===== src/rtl/demux_chan_counter.sv =====
// Four-channel event counter for the 1-to-4 demux outputs: synchronise, edge-detect, count with
// saturation, and stream a snapshot of all four counts over a valid/ready handshake.
module demux_chan_counter #(
   parameter int unsigned CNT_W = 8
) (
   input  logic             clk,
   input  logic             rst_n,
   input  logic [3:0]       y_in,
   input  logic             clear,
   input  logic             rd_req,
   input  logic             out_ready,
   output logic             out_valid,
   output logic [1:0]       out_chan,
   output logic [CNT_W-1:0] out_count,
   output logic             busy,
   output logic             rd_done
);

   typedef enum logic [1:0] {StIdle, StSend, StDone} state_e;

   localparam logic [CNT_W-1:0] CntMax = '1;

   state_e           state_q;
   logic [1:0]       idx_q;
   logic [3:0]       s1_q, s2_q, h_q;
   logic [3:0]       rise;
   logic [CNT_W-1:0] cnt_q    [4];
   logic [CNT_W-1:0] shadow_q [4];

   always_ff @(posedge clk or negedge rst_n) begin
      if (!rst_n) begin
         s1_q <= '0;
         s2_q <= '0;
         h_q  <= '0;
      end else begin
         s1_q <= y_in;
         s2_q <= s1_q;
         h_q  <= s2_q;
      end
   end

   assign rise = s2_q & ~h_q;

   // clear wins over a coincident increment
   always_ff @(posedge clk or negedge rst_n) begin
      if (!rst_n) begin
         for (int k = 0; k < 4; k++) cnt_q[k] <= '0;
      end else begin
         for (int k = 0; k < 4; k++) begin
            if (clear) begin
               cnt_q[k] <= '0;
            end else if (rise[k] && (cnt_q[k] != CntMax)) begin
               cnt_q[k] <= cnt_q[k] + 1'b1;
            end
         end
      end
   end

   always_ff @(posedge clk or negedge rst_n) begin
      if (!rst_n) begin
         state_q   <= StIdle;
         idx_q     <= '0;
         for (int k = 0; k < 4; k++) shadow_q[k] <= '0;
         out_valid <= 1'b0;
         out_chan  <= '0;
         out_count <= '0;
         busy      <= 1'b0;
         rd_done   <= 1'b0;
      end else begin
         unique case (state_q)
            StIdle: begin
               if (rd_req) begin
                  // snapshot sees pre-increment / pre-clear live values
                  for (int k = 0; k < 4; k++) shadow_q[k] <= cnt_q[k];
                  idx_q     <= '0;
                  out_valid <= 1'b1;
                  out_chan  <= '0;
                  out_count <= cnt_q[0];
                  busy      <= 1'b1;
                  state_q   <= StSend;
               end
            end
            StSend: begin
               if (out_ready) begin
                  if (idx_q == 2'd3) begin
                     out_valid <= 1'b0;
                     out_chan  <= '0;
                     out_count <= '0;
                     rd_done   <= 1'b1;
                     state_q   <= StDone;
                  end else begin
                     idx_q     <= idx_q + 2'd1;
                     out_chan  <= idx_q + 2'd1;
                     out_count <= shadow_q[idx_q + 2'd1];
                  end
               end
            end
            StDone: begin
               rd_done <= 1'b0;
               busy    <= 1'b0;
               state_q <= StIdle;
            end
            default: state_q <= StIdle;
         endcase
      end
   end

endmodule


===== config.mk =====
export PLATFORM = sky130hd
export DESIGN_NAME = demux_chan_counter
export DESIGN_NICKNAME = d
export VERILOG_FILES = /design/src/rtl/demux_chan_counter.sv
export SDC_FILE = /design/constraint.sdc
export NUM_CORES = 1
export LEC_CHECK = 0
export CAP_MARGIN = 20
export CORE_MARGIN = 5
export CORE_UTILIZATION = 50
export DETAILED_ROUTE_END_ITERATION = 6
export PLACE_DENSITY = 0.68
export SYNTH_ARGS = -nofsm -noshare
export SYNTH_HDL_FRONTEND = slang
export SYNTH_SLANG_ARGS = --single-unit

===== constraint.sdc =====
create_clock -name clk -period 4.73 [get_ports clk]
set_input_delay 0.946 -clock clk [delete_from_list [all_inputs] [get_ports clk]]
set_output_delay 0.946 -clock clk [all_outputs]
set_load 0.05 [all_outputs]

== Word level (Yosys, flattened, before mapping) ==
Cells that the tools add are included.
Widths: inputs -> output; s select.

* $add $sub $neg: 5
* Order comparisons: 1
* Multiplexer cells: 34
* Eq/ne operators: 11
* Bitwise logic cells: 3
* Reduce and logical (&&, ||, !) cells: 19

{| class="wikitable"
|+ Operators with widths
! operator !! count
|-
| $mux 8 || 13
|-
| $add 8x1->8 const B || 4
|-
| $ne 8x8->1 const B || 4
|-
| $bmux 8 s2 || 1
|-
| $mux 2 || 8
|-
| $pmux 8 s2 || 1
|-
| $reduce_bool 2->1 || 7
|-
| $pmux 2 s2 || 3
|-
| $reduce_and 3->1 || 3
|-
| $ne 2x2->1 const B || 4
|-
| $reduce_and 4->1 || 2
|-
| $pmux 1 s2 || 3
|-
| $mux 1 || 5
|-
| $and 4x4->4 || 1
|-
| $eq 2x2->1 const B || 2
|-
| $logic_and 1x1->1 || 4
|-
| $not 4->4 || 1
|-
| $reduce_and 2->1 || 2
|-
| $ge 3x3->1 const B || 1
|-
| $not 2->3 || 1
|-
| $add 2x1->2 const B || 1
|-
| $eq 2x1->1 const B || 1
|-
| $logic_not 2->1 || 1
|}

* Word-level logic and storage cells: 91
* Output and inout port bits: 13
* Bits in registers: 93
* Input port bits: 9

== Logic depth before layout (Yosys ltp) ==
* Depth after elaboration: 8
* Mapped depth: 6
* Gate-level depth less buffers: 5

== Least setup slack after synthesis ==
OpenSTA, ideal clock, no wires.

* Kind: input-to-reg
* From: input port rd_req
* To: register shadow_q[31] (netlist name)
* Stages on the path: 6
* Arrival: 1.728 ns
* Data required time: 4.611 ns
* Path slack: 2.884 ns
* Path through: nand2b_1 -> or2_2 -> buf_2 -> buf_2 -> nand2_1 -> nand2_1

* Word-level cells in the longest chain between the ends: 1

{| class="wikitable"
|+ RTL lines
! element !! RTL line !! source
|-
| start, declared || 10 || <nowiki>input logic rd_req,</nowiki>
|-
| $reduce_and 2->1 (no line) || -- ||
|-
| end, declared || 28 || <nowiki>logic [CNT_W-1:0] shadow_q [4];</nowiki>
|}

Every way passes these cells.
A chain may end at the register's enable or synchronous reset.

== Worst setup path after layout ==
* From: register out_count[1]
* To: output port out_count[1]

{| class="wikitable"
|+ RTL lines
! element !! RTL line !! source
|-
| start, declared || 14 || <nowiki>output logic [CNT_W-1:0] out_count,</nowiki>
|-
| start signal, assigned || 78 || <nowiki>out_count <= cnt_q[0];</nowiki>
|-
| start signal, assigned || 94 || <nowiki>out_count <= shadow_q[idx_q + 2'd1];</nowiki>
|}

No word-level cell between the ends.

==> results.ini <==
[status]
outcome=finished clean

[clock_tree]
clkLatencyLatePin_ns=0.35
clockBufferDepth=2
holdBufCountCts=0
cts_max_level=3
path_clk_slew_ns=0.09
numCtsBuffers=9
cts.root.buffer_cell=clkbuf_8
cts.sinks=93
cts_tree=done
post_cts_resized=0
cts_setup_buffers=0

[worst_setup_path]
slowest_delay_ns=0.81
crit_slowest_cell=clkdlybuf4s50_1
cp-end-kind=primary output
r2r-start=idx_q[0]
crit_buf_inv=1
worstPathCellList=clkdlybuf4s50_1
cpLargestDelayFamily=buffers and inverters
rrSetupSlack_ns=2.58
path_max_fanout=2
critPathLaunchType=flip-flop
critPathKind=reg2out
timing.rr.end=out_count[4]
cp.arrival_ns=1.54
cp.required_ns=3.78
r2r_cells=4
critical_path_depth=1

[sta]
setup_tns_ns=0
post-route-period-util_pct=52.54
worst_hold_slack_ns=0.3438
fin_crit_ns=2.485
finClkSkew_ns=0.01363
rsz0062_at_grt=false
tightestPinTransition_ns=0.7052
layout_setup_ws_ns=2.245
slew-limit-headroom_pct=52.98
fmax_mhz=402.4
final_hold_viol_count=0
setup_viol=0
slew_viol_final=0

[synth]
yosysTopAreaCell=dfrtp_1
async_reset_ff_share_pct=100.0
synth_edf_count=0
yosysUniqueCellTypes=43
yosysWarnings=0
avgSynthCellArea_um2=10.20
synth_cells=403
synthFlopType=dfrtp_1
ys_seq_area_share_pct=56.64
ys_top_cells_by_area=dfrtp_1 (57%), nand2_1 (10%), nor2_1 (3.3%)
synth_seq_cells=93
syn_nets=417
yosysTopAreaCellShare_pct=56.64
syn_area_um2=4109

[job]
cap_viol_max_count=0

[grt]
grt_antenna_before_repair=0
use_met3_pct=2.976
grt_pass1_vias=2913
grt_max_degree=58
grtUsageMet1_pct=24.94
track_usage_pct=17.57
use_met2_pct=26.38
grt_busiest_layer=met2
grt_pass1_wl_um=14150
globalRouteOverflowTotal=0

[pwr]
cellLeakagePower_uw=0.002278
peakVddDrop_mv=0.2140
power_density_nw_per_um2=488.4

[layout]
diodes=0
nets=439
multi_input_area_um2=1697
area_delta_synth_final_pct=14.71
regArea_um2=2327
finish.utilization_pct=58.24
num-fill-cells=696
final_area_um2=4713
drive_gt1_share_pct=6.760

[floorplan]
ios=22
start_util_pct=50.77
die_w_um=100.7
die_area_um2=10130
rows=33
core_area_um2=8093
dieHeight_um=100.7

[min_path]
min_from=s1_q[1]
min_delay_worst_endpoint=s2_q[1]
hold-path-cell-count=0
worstHoldPathType=reg2reg

[placed_design]
post_dp_cell_area_um2=4452
dpl_worst_slack_ns=2.204
gp_congestion=0.8020
dp_hpwl_um=5655
io_buffers=21

[detailed_routing]
routed_wirelength_um=8282
dr.first_iter.drc_count=124
postRouteAntennaNets=0
via_per_inst=5.639
drc=0
drt_first_pass_iters=5
vias=3011
wire_per_inst_um=15.51

[synth_stat cells, drive strengths merged, types with 4 or more instances]
library cell	n
buf	5
ha	5
clkbuf	8
nor3	9
and3	10
dfrtp	93
o21ai	12
mux2i	9
a221oi	5
a21oi	15
nand2	114
inv	7
xor2	9
mux4	8
nand4	9
nand3	11
nor2b	7
or3	4
nor2	36
[worst max-delay path by stage]
stage | slack (ns) | endpoint | from
final | 2.24 | out_count[1] | out_count[1]
after global routing | 2.21 | rd_done | rd_done
after CTS | 2.23 | out_count[0] | out_count[0]
after detailed placement | 2.20 | idx_q[0] | out_ready
after global placement | 1.92 | shadow_q[25] | rd_req
after floorplan | 2.88 | shadow_q[31] | rd_req
[cells by family (layout without fill, tap and decap cells)]
logic type / Yosys count / in the layout / share of synthesized area [%]
simple gates: 211 / 211 / 23.14
flops: 93 / 93 / 56.64
compound gates: 48 / 48 / 7.704
buf+inv: 20 / 46 / 2.132
mux: 17 / 17 / 6.943
xor+xnor: 9 / 9 / 1.918
fa+ha+maj: 5 / 5 / 1.523
[metal layers]
layer  up-vias  part of all wire, %
met3        22                  3.9
met5         -                    0
met2        67                   46
li1       1438                    -
met1      1484                   47
met4         0                  3.1
[state kept, by name, indices dropped and copies added, names as in the netlist]
register	cells
cnt_q	32
shadow_q	32
out_count	8
h_q	4
s1_q	4
s2_q	4
idx_q	2
out_chan	2
state_q	2
busy	1
out_valid	1
rd_done	1
[layout by cell type, fill, tap and decap left out, drive strengths merged, types with 5 or more instances in the layout]
master         netlist  routed
dfrtp               93      93
nand3               11      11
o21ai               12      12
nand2              114     114
nor3                 9       9
a21oi               15      15
nor2                36      36
xor2                 9       9
a221oi               5       5
clkdlybuf4s50        0      20
nand4                9       9
clkbuf               8      11
mux4                 8       8
nor2b                7       7
mux2i                9       9
ha                   5       5
and3                10      10
inv                  7       7
[per-stage QoR]
step	power, uW	instances
6_report	2302	534
5_1_grt	2417	534
4_1_cts	2318	534
3_5_place_dp	1642	519
3_3_place_gp	1610	517
2_1_floorplan	1438	403
[area by class of cell]
class | instances | share of cell area, %
Inverter | 7 | 0.5575
Sequential cell | 93 | 49.38
Clock inverter | 4 | 2.548
Multi-Input combinational cell | 290 | 36.00
Tap cell | 105 | 2.787
Timing Repair Buffer | 24 | 5.734
Clock buffer | 11 | 3.000
[power by group]
group | internal (uW) | switching (uW)
clock | 417 | 262
combinational | 234 | 394
sequential | 903 | 91.5
Note: power is estimated with default switching activity, not from simulation.
